<file path="src/rtl/pq_pkg.sv">
// Shared types for the priority-queue command driver: request opcodes,
// response status codes and driver FSM states.
package pq_pkg;

    // Bit 0 selects the queue write strobe, bit 1 the read strobe.
    typedef enum logic [1:0] {
        OP_NONE    = 2'b00,
        OP_PUSH    = 2'b01,
        OP_POP     = 2'b10,
        OP_REPLACE = 2'b11
    } pq_op_t;

    typedef enum logic [1:0] {
        ERR_OK      = 2'b00,
        ERR_FULL    = 2'b01,
        ERR_EMPTY   = 2'b10,
        ERR_TIMEOUT = 2'b11
    } pq_err_t;

    typedef enum logic [1:0] {
        ST_IDLE       = 2'b00,
        ST_WAIT_VALID = 2'b01,
        ST_ISSUE      = 2'b10,
        ST_RESP       = 2'b11
    } pq_drv_state_t;

endpackage

</file>
<file path="src/rtl/pq_cmd_driver.sv">
// Request/response front end for a hybrid-tree priority queue: waits for the
// queue's o_valid settle window, issues one single-cycle command, returns status.
module pq_cmd_driver
    import pq_pkg::*;
#(
    parameter int DATA_WIDTH   = 16,
    parameter int GUARD_CYCLES = 2,
    parameter int TIMEOUT      = 64
) (
    input  logic                  CLK,
    input  logic                  RST,
    input  logic                  i_req_valid,
    output logic                  o_req_ready,
    input  logic [1:0]            i_req_op,
    input  logic [DATA_WIDTH-1:0] i_req_data,
    output logic                  o_rsp_valid,
    input  logic                  i_rsp_ready,
    output logic [DATA_WIDTH-1:0] o_rsp_data,
    output logic [1:0]            o_rsp_err,
    output logic                  o_pq_wrt,
    output logic                  o_pq_read,
    output logic [DATA_WIDTH-1:0] o_pq_data,
    input  logic                  i_pq_full,
    input  logic                  i_pq_empty,
    input  logic                  i_pq_valid,
    input  logic [DATA_WIDTH-1:0] i_pq_data
);

    localparam int GW = $clog2(GUARD_CYCLES + 1);
    localparam int TW = (TIMEOUT > 1) ? $clog2(TIMEOUT) : 1;
    localparam logic [TW-1:0] TMO_LAST = TW'(TIMEOUT - 1);
    localparam logic [GW-1:0] GUARD_LOAD = GW'(GUARD_CYCLES);

    pq_drv_state_t         state_reg, state_next;
    pq_op_t                op_reg, op_next;
    logic [DATA_WIDTH-1:0] data_reg, data_next;
    logic [DATA_WIDTH-1:0] res_data_reg, res_data_next;
    pq_err_t               res_err_reg, res_err_next;
    logic [GW-1:0]         guard_reg, guard_next;
    logic [TW-1:0]         tmo_reg, tmo_next;

    always_comb begin
        state_next    = state_reg;
        op_next       = op_reg;
        data_next     = data_reg;
        res_data_next = res_data_reg;
        res_err_next  = res_err_reg;
        tmo_next      = tmo_reg;
        guard_next    = (guard_reg != '0) ? guard_reg - 1'b1 : '0;

        case (state_reg)
            ST_IDLE: begin
                if (o_req_ready && i_req_valid) begin
                    op_next    = pq_op_t'(i_req_op);
                    data_next  = i_req_data;
                    tmo_next   = '0;
                    state_next = ST_WAIT_VALID;
                end
            end
            ST_WAIT_VALID: begin
                tmo_next = tmo_reg + 1'b1;
                if (guard_reg == '0 && i_pq_valid) begin
                    state_next    = ST_RESP;
                    res_data_next = '0;
                    if (op_reg == OP_NONE) begin
                        res_err_next = ERR_TIMEOUT;
                    end else if (op_reg == OP_PUSH && i_pq_full) begin
                        res_err_next = ERR_FULL;
                    end else if (op_reg == OP_POP && i_pq_empty) begin
                        res_err_next = ERR_EMPTY;
                    end else begin
                        res_err_next = ERR_OK;
                        state_next   = ST_ISSUE;
                        // An empty queue's root is meaningless, so replace reports zero.
                        if (op_reg != OP_PUSH && !i_pq_empty)
                            res_data_next = i_pq_data;
                    end
                end else if (tmo_reg == TMO_LAST) begin
                    state_next    = ST_RESP;
                    res_data_next = '0;
                    res_err_next  = ERR_TIMEOUT;
                end
            end
            ST_ISSUE: begin
                guard_next = GUARD_LOAD;
                state_next = ST_RESP;
            end
            ST_RESP: begin
                if (i_rsp_ready)
                    state_next = ST_IDLE;
            end
            default: state_next = ST_IDLE;
        endcase
    end

    // Outputs are registered from next-state values so they align with the state.
    always_ff @(posedge CLK) begin
        if (RST) begin
            state_reg    <= ST_IDLE;
            op_reg       <= OP_NONE;
            data_reg     <= '0;
            res_data_reg <= '0;
            res_err_reg  <= ERR_OK;
            guard_reg    <= '0;
            tmo_reg      <= '0;
            o_req_ready  <= 1'b0;
            o_rsp_valid  <= 1'b0;
            o_rsp_data   <= '0;
            o_rsp_err    <= 2'b00;
            o_pq_wrt     <= 1'b0;
            o_pq_read    <= 1'b0;
            o_pq_data    <= '0;
        end else begin
            state_reg    <= state_next;
            op_reg       <= op_next;
            data_reg     <= data_next;
            res_data_reg <= res_data_next;
            res_err_reg  <= res_err_next;
            guard_reg    <= guard_next;
            tmo_reg      <= tmo_next;
            o_req_ready  <= (state_next == ST_IDLE);
            o_rsp_valid  <= (state_next == ST_RESP);
            o_rsp_data   <= (state_next == ST_RESP) ? res_data_next : '0;
            o_rsp_err    <= (state_next == ST_RESP) ? res_err_next : ERR_OK;
            o_pq_wrt     <= (state_next == ST_ISSUE) && op_next[0];
            o_pq_read    <= (state_next == ST_ISSUE) && op_next[1];
            o_pq_data    <= (state_next == ST_ISSUE) ? data_next : '0;
        end
    end

endmodule

</file>
<file path="config.mk">
export PLATFORM = sky130hd
export DESIGN_NAME = pq_cmd_driver
export DESIGN_NICKNAME = d
export VERILOG_FILES = /design/src/rtl/pq_pkg.sv /design/src/rtl/pq_cmd_driver.sv
export SDC_FILE = /design/constraint.sdc
export NUM_CORES = 1
export LEC_CHECK = 0
export CAP_MARGIN = 20
export CORE_AREA = 2 2 72 108
export DETAILED_ROUTE_END_ITERATION = 10
export DIE_AREA = 0 0 74 110
export PLACE_DENSITY = 0.67
export SYNTH_ARGS = -nofsm -noshare
export SYNTH_HDL_FRONTEND = slang
export SYNTH_SLANG_ARGS = --single-unit
</file>
<file path="constraint.sdc">
create_clock -name CLK -period 2.5 [get_ports CLK]
set_input_delay 0.25 -clock CLK [delete_from_list [all_inputs] [get_ports CLK]]
set_output_delay 0.25 -clock CLK [all_outputs]
set_load 0.02 [all_outputs]
</file>
==> summary.txt <==
Run status
  – Status: finished clean

Die
  – Core Area: 0.007179 mm2
  – Total die area: 0.008140 mm2
  – Die Wd: between 70 and 80 um
  – Starting Density: 0.3867
  – Row cnt: 38
  – IO Pins: 79
  – Die Span Y: approximately 110 um

Synth
  – Sequential element share of the synthesized area: 0.6057
  – Mapped Area: about 0.0028 mm2
  – Yosys warnings: 0
  – Number of synthesized register bits: 84
  – Post-synth top flop: dfxtp_1
  – Yosys cell types: 38
  – Synth async-reset ratio: 0
  – Syn_nets: 327
  – Post-Syn Instances: approximately 290
  – Synth Area per Inst: roughly 9.7 um2
  – Post-synth EDFFs: 0

STA
  – Worst Max-Slew Pin Slew: about 0.9 ns
  – Final period util: 0.7861
  – Slew Limit Fails: 0
  – RSZ-0062 raised after global routing: no
  – Final Hold Vio Count: 0
  – Fmax: 508.9 MHz
  – Final setup violating endpoints: 0
  – Fin crit period: 1.965 ns
  – Slew HR: 0.4107
  – Worst clock skew: a little under 0.007 ns
  – Setup tns final: 0 ns
  – Worst hold slack: 0.2765 ns

Clock network
  – Inserted Clock Buffers: 9
  – Hold-fix buffers at CTS: 0
  – Htree depth: 3
  – PostCTS Resize Cnt: 0
  – Clock transition at the registers of the reported paths: 0.08 ns
  – Clock Latency Late Sink: around 0.35 ns
  – Max clock buf depth: 2
  – # Post-CTS Setup Buffers: 0
  – Root Buffer: clkbuf_8
  – CTS tree: done
  – CTS sink count: between 80 and 90

Hold path
  – WHS Path Cells: 2
  – Worst hold path class: in2reg

Power
  – Final Total Pwr: 2870 uW
  – Worst vdd ir: 0.5574 mV
  – Leakage: 0.001433 uW
  – Pwr Density: about 730 mW/mm2

Finish
  – Diode count: 0
  – Fin nets: slightly above 400
  – Area grow syn2layout: 41.46%
  – Most common cell after layout, fill and taps aside: dfxtp_1
  – Layout cells sized above 1: 0.08086
  – Most frequent cells in the layout: 84 x dfxtp_1, 77 x clkdlybuf4s50_1, 49 x nor2_1, 40 x nand2_1, 26 x a21oi_1

Place
  – Final HPWL DP: about 4000 um
  – Routability cong.: 0.7790
  – Port Buf Inserts: 78

Drt
  – Wire per inst: 12.29 um
  – Vias: 2182
  – Vias/cell: 4.633
  – Residual DRC: 0
  – Met3 wire length: between 300 and 400 um
  – Met1 WL: around 2400 um
  – Top sig layer: met4
  – Met2 wire length: 2904 um
  – TritonRoute pass-1 iters: 4
  – WL final: 5788 um
  – Initial drt markers: 52
  – Antenna-violating nets left: 0

Critical path
  – Worst Reg-to-Reg Cells: 4
  – Worst-path cell chain: and2b_1 > a2bb2oi_2 > a2bb2oi_1 > and2_1
  – CP required: 2.75 ns
  – CP max stage delay: 0.73 ns
  – Slowest stage cell, crit path: a2bb2oi_2
  – WP data arrival: approximately 2.2 ns
  – Critical path launch point type: flip-flop
  – Worst setup path class: reg2reg
  – Worst Setup End Kind: flip-flop
  – CP max FO: 19

GRT
  – First-pass GRT wire length: 9397 um
  – Vias in the first global route: between 2k and 2.5k
  – Largest net degree at the start of global routing: 32
  – Initial antenna violation count: 0
  – Total grt overflow: 0
  – GRT Overall Usage: 0.1538

Flow run
  – # Max-Cap Violations: 0
cell type report:
class                           count  area (um2)
Fill cell                         646        3252
Sequential cell                    84        1682
Multi-Input combinational cell    183        1020
Timing Repair Buffer               84       820.8
Clock buffer                       12       145.1
Tap cell                          100       125.1
Clock inverter                      4       120.1
Inverter                            4       15.01
stage by stage:
stage | cells | cell area, um2 | util | setup WS, ns
after global placement | 455 | 3662 | 0.5101 | 0.4981
after detailed placement | 455 | 3662 | 0.5101 | 0.4675
after CTS | 471 | 3928 | 0.5471 | 0.5206
after global routing | 471 | 3928 | 0.5471 | 0.3586
after floorplan | 285 | 2776 | - | 0.9650
final | 471 | 3928 | 0.5471 | 0.5348
worst max-delay path, delay by kind of cell, from the launching register on:
kind | cells | cell delay, ns
flops | 1 | 0.48
compound gates | 2 | 0.89
simple gates | 2 | 0.49
final timing paths:
path	startpoint	end	slack (ns)
max reg2reg	state_reg[1]$_SDFF_PP0_	res_err_reg[0]$_SDFF_PP0_	0.53
min	RST	tmo_reg[4]$_SDFFE_PP0P_	0.28
min reg2reg	data_reg[9]$_SDFF_PP0_	data_reg[9]$_SDFF_PP0_	0.45
max	state_reg[1]$_SDFF_PP0_	res_err_reg[0]$_SDFF_PP0_	0.53
synthesized netlist by cell type, drive strengths merged (3+ instances only):
| cell | n | area share |
|---|---|---|
| clkbuf | 7 | 0.0095 |
| nor2 | 49 | 0.066 |
| nand2 | 40 | 0.054 |
| nor2b | 3 | 0.0068 |
| inv | 4 | 0.0054 |
| a22oi | 16 | 0.045 |
| and2 | 19 | 0.043 |
| buf | 7 | 0.018 |
| dfxtp | 84 | 0.61 |
| a21oi | 26 | 0.047 |
metal layers:
metal,vias up,GRT usage
li1,1109,-
met1,999,0.1567
met2,67,0.2679
met3,7,0.05818
met4,0,0.08052
met5,-,0
kinds of logic (layout without fill, tap and decap cells):
kind of cell,after synthesis,after routing,share of synthesized area
buffers and inverters,18,104,0.03244
AOI/OAI and AO/OA,50,50,0.1235
muxes,2,2,0.008111
DFF,84,84,0.6057
and+or+nand+nor,130,130,0.2258
adders and majority gates,1,1,0.004506
report_power, final:
| group | leakage [uW] | switching, uW | internal (uW) |
|---|---|---|---|
| Combinational | 0.000623 | 122 | 120 |
| Clock | 0.000131 | 445 | 793 |
| Sequential | 0.000679 | 21.4 | 1370 |
| Total | 0.00143 | 587 | 2280 |
Power figures use the tool's default switching activity.
==> edit 1, RTL diff (config.mk and constraints unchanged) <==
Reset style: asynchronous (`RST`), changed in one clocked block.
--- a/src/rtl/pq_cmd_driver.sv
+++ b/src/rtl/pq_cmd_driver.sv
@@ -95,5 +95,5 @@
 
     // Outputs are registered from next-state values so they align with the state.
-    always_ff @(posedge CLK) begin
+    always_ff @(posedge CLK or posedge RST) begin
         if (RST) begin
             state_reg    <= ST_IDLE;
Check against the original RTL: differs if RST is asserted again (counterexample within 4 cycles, from zero or initial values and one cycle with RST high); with RST held inactive, the same outputs for 10 cycles.
==> edit 1 against the original RTL <==
- synthesized area is 18% higher
- cell area is 11% higher
- critical path depth is 2 higher
- critical endpoint is now o_rsp_data[13]$_DFF_PP0_
- setup slack worse by 0.020 ns
- die area stayed put
- routed wire length is 13% higher
- first-iteration DRC count is 130% higher
- count of clock-buffer cells in the layout is 3 lower
- sequential cell count stayed put
Power is not compared: it rests on default switching activity, and its combinational part moved more than twofold at a synthesized area within 25%.
==> edit 1: results (changes against the original RTL) <==
Timing
  – Worst slew pin tran: 0.7554 ns (-0.1278 ns)
  – Skew final: 0.01475 ns (+0.007937 ns)

Layout
  – Final Non-Filler Cells: 431 (-8.5%)
  – Multi-In Gates: 125 (-32%)
  – Nonclk buf count: 85 (+1.2%)
  – Share of layout cells above drive strength 1: 0.1722 (+0.09134)
  – Register area: 2102 sq um (+25%)
  – Buffer share of cell area: 0.1946 (-0.01434)
  – Inverters excl. clock: 21 (+17)

Routing
  – Initial DRC Count: 117 (+130%)
  – Routed wire per std cell: 15.24 microns (+24%)
  – Via density: 4.963 (+7.1%)
  – Sum of routed wire segments on met1: 2600 microns (+7.8%)
  – DR WL met3: 318 microns (-16%)
  – Routed wl met2: 3454 microns (+19%)

Setup path
  – Worst R2R End: o_rsp_data[13]$_DFF_PP0_
  – Crit-path max cell delay: 0.65 ns (-0.08 ns)
  – R2R cell count: 6 (+2)
  – FF-to-FF setup slack: 0.51 ns (-0.02 ns)
  – Worst path slowest cell: a211oi_2
  – Reg2reg start: tmo_reg[0]$_DFFE_PP0P_
  – CP max FO: 11 (-8)

Global route
  – GRT Util Overall: 0.1777 (+0.02390)
  – Vias in the first global route: 2,195 (+3.2%)
  – Pin count of the biggest net entering global routing: 52 (+63%)
  – Met1 Resource Use GR: 0.2055 (+0.04875)
  – Met3 usage: 0.04455 (-0.01364)

Synth
  – Post-synth top flop: dfrtp_1
  – Top cells by area, synth: dfrtp_1 (64%), mux2_2 (5.9%), a32oi_1 (4.3%), nor2b_4 (4.2%), nor3_1 (2.8%)
  – Sequential fraction of the synthesis area: 0.6439 (+0.03825)
  – Ys async rst share: 1.000 (+1.000)
  – Post-synthesis cell count: 244 (-14%)

Placed design
  – Gpl congestion: 0.7963 (+2.2%)
  – Placed cells: 415 (-8.8%)
  – DP Wirelength: 4506 microns (+12%)

Min path
  – Hold Crit Class: in -> async

Run status
  – Status: complete, no violations
==> edit 1: cell types whose count changed after synthesis, sizes merged, moves of 7 or more <==
cell   delta
dfrtp    +84
nor2b    +19
inv      +17
a22oi    -16
a32oi    +16
nor3     +18
and2     -18
mux2     +15
nor2     -40
dfxtp    -84
a21oi    -24
o21ai     +7
nand2    -33
==> edit 1: where the power goes <==
group | internal, mW | total (mW) | leakage [nW] | switching (mW)
Combinational | 0.750 | 1.57 | 0.784 | 0.816
Clock | 0.477 | 0.998 | 0.102 | 0.521
Sequential | 1.81 | 2.03 | 1.11 | 0.227
Total | 3.04 | 4.60 | 2.00 | 1.56
==> edit 1: kinds of logic after synthesis <==
logic type,count (synthesis),synth area share
and+or+nand+nor,73,0.1618
muxes,17,0.05864
adders and majority gates,1,0.003832
xor gates and xnor gates,1,0.002684
DFF,84,0.6439
buffers and inverters,35,0.05596
AOI/OAI and AO/OA,33,0.07321
==> edit 2, RTL diff (config.mk and constraints unchanged) <==
Made on the original files. Set the parameter `DATA_WIDTH` to 14 (it was 16).
--- a/src/rtl/pq_cmd_driver.sv
+++ b/src/rtl/pq_cmd_driver.sv
@@ -4,5 +4,5 @@
     import pq_pkg::*;
 #(
-    parameter int DATA_WIDTH   = 16,
+    parameter int DATA_WIDTH   = 14,
     parameter int GUARD_CYCLES = 2,
     parameter int TIMEOUT      = 64
Ports: changed (resized i_pq_data, i_req_data, o_pq_data and o_rsp_data); port bits go from 79 to 71. The function was not compared with the original's and may differ.
==> edit 2 against the original RTL <==
- first-iteration DRC count increased by 83%
- routed wire length decreased by 6.0%
- setup slack got worse by 0.26 ns
- power is 21% lower
- via count fell by 6.7%
- cell area fell by 10%
- synthesized area down 6.5%
- non-clock buffer count decreased by 8
- final cell count shrank 7.0%
- sequential cell count decreased by 8
- synthesized cell count is 6.0% lower
- sequential power decreased by 9%
- critical path type unchanged
- critical endpoint is now o_rsp_err[0]$_SDFF_PP0_
==> edit 2: results (changes against the original RTL) <==
Placed design
  – PortBufs: 70 (-10%)
  – Gpl congestion: 0.7432 (-4.6%)
  – Post-DP Area: 3367 sq um (-8.1%)
  – Pre-CTS WS: 0.2738 ns (-0.1937 ns)
  – Placed cells: 424 (-6.8%)
  – DP Wirelength: 3676 microns (-9.0%)

Global route
  – Initial antenna violation count: 0 (unchanged)
  – Met2 usage: 0.2443 (-0.02360)
  – GRT Util Overall: 0.1461 (-0.007728)
  – Met3 usage: 0.03727 (-0.02091)
  – Met1 Resource Use GR: 0.1652 (+0.008516)
  – First-pass GRT wire length: 8907 microns (-5.2%)
  – Pin count of the biggest net entering global routing: 43 (+34%)
  – Vias in the first global route: 1,989 (-6.4%)

Timing
  – Hold Slack: 0.4400 ns (+0.1635 ns)
  – Skew final: 0.007152 ns (+0.0003391 ns)
  – Setup TNS: 0 ns (unchanged)
  – Hold Vio Cnt, Final: 0 (unchanged)
  – Relative slew margins: 0.5588 (+0.1482)

Clock network
  – Clock slew at reported path FFs: ~0.070 ns
  – Total CTS buffers: 9 (unchanged)
  – Number of gates resized after cts: 0 (unchanged)
  – Setup Buffers After CTS: 0 (unchanged)
  – CTS H-tree depth: 3 (unchanged)

Layout
  – Nets@finish: 373 (-8.6%)
  – Fillcell total: 694 (+7.4%)
  – Share of layout cells above drive strength 1: 0.08284 (+0.001978)
  – N_diodes: 0 (unchanged)
  – Final Non-Filler Cells: 438 (-7.0%)

Min path
  – Hold path depth: 5 (+3)
  – Hold Path Sink: state_reg[0]$_SDFF_PP0_
  – Min-delay src: RST
  – Hold Crit Class: in -> reg

Synth
  – Mux contribution to synthesized area: 0.004339 (-0.003772)
  – Count of different cell masters after synthesis: 36 (-5.3%)
  – Synth Area in XOR/XNOR: 0 (unchanged)
  – Most frequent cells after synthesis: dfxtp_1 (76), nand2_1 (36), nor2_1 (25)
  – Top cells by area, synth: dfxtp_1 (59%), nand2_1 (5.2%), a32oi_1 (4.7%), a21oi_1 (4.4%), and2_1 (4.1%)
  – Post-Synth Adder-Cell Area: 0.004822 (+0.0003151)
  – Yosys warnings: 0 (unchanged)
  – Avg Synthesized Cell Area: 9.683 sq um (-0.61%)
  – Sequential fraction of the synthesis area: 0.5863 (-0.01937)
  – Ys async rst share: 0 (unchanged)
  – Synth Area in Compound Gates: 0.1234 (about the same)
  – Syn Nets: 306 (-6.4%)

Routing
  – Top sig layer: met4
  – DR WL met3: 321 microns (-15%)
  – Sum of routed wire segments on met1: 2260 microns (-6.3%)
  – Routed wl met2: 2750 microns (-5.3%)
  – Total wire length: 5443 microns (-6.0%)
  – Initial DRC Count: 95 (+83%)
  – Via density: 4.646 (+0.29%)

Setup path
  – Critical path arrival: 2.47 ns (+0.25 ns)
  – Worst R2R End: o_rsp_err[0]$_SDFF_PP0_
  – CP max FO: 21 (+2)
  – R2R cell count: 4 (unchanged)

Power
  – Worst IR Drop VDD: 0.0003549 V (-36%)
  – Power per cell area: 643.2 nW/um^2 (-12%)
  – Leak: 1.249 nW (-13%)

Run status
  – Status: complete, no violations
==> edit 2: cell types whose count changed in the layout (fill, tap and decap cells not counted), sizes merged, moves of 4 or more <==
cell	unedited run	this run
dfxtp	84	76
nand2	40	36
clkdlybuf4s50	77	69
a22oi	16	0
nor3	1	18
nor2	49	25
a32oi	0	14
bufinv	4	0
==> edit 2: worst max-delay path, cell delays in order, from the launching register on <==
cell	delay [ns]
dfxtp_1	0.40
or4b_4	0.59
or2_4	0.35
and3_1	0.40
nor4b_1	0.37
==> edit 2: layout make-up <==
cell class,instances,area share
multi-input combinational,165,0.2705
inverter,7,0.007455
timing repair buffer,76,0.2102
clock inverter,2,0.003550
tap,100,0.03550
clock buffer,12,0.04118
sequential,76,0.4317
==> edit 2: worst max path at each step <==
| stage | from | to | slack, ns | depth (start not counted) |
|---|---|---|---|---|
| 2_1_floorplan | state_reg[1]$_SDFF_PP0_ | o_rsp_data[10]$_SDFF_PP0_ | 0.53 | 6 |
| 6_report | state_reg[1]$_SDFF_PP0_ | o_rsp_err[0]$_SDFF_PP0_ | 0.27 | 4 |
| 3_3_place_gp | state_reg[1]$_SDFF_PP0_ | o_rsp_err[0]$_SDFF_PP0_ | 0.35 | 4 |
| 3_5_place_dp | state_reg[1]$_SDFF_PP0_ | o_rsp_err[0]$_SDFF_PP0_ | 0.27 | 4 |
| 4_1_cts | state_reg[1]$_SDFF_PP0_ | o_rsp_err[0]$_SDFF_PP0_ | 0.26 | 4 |
| 5_1_grt | state_reg[1]$_SDFF_PP0_ | o_rsp_err[0]$_SDFF_PP0_ | 0.06 | 4 |
==> edit 2: power breakdown <==
part,leakage (nW),internal [mW],switching [mW]
clock,0.0783,0.375,0.393
combinational,0.557,0.113,0.129
sequential,0.614,1.24,0.0165
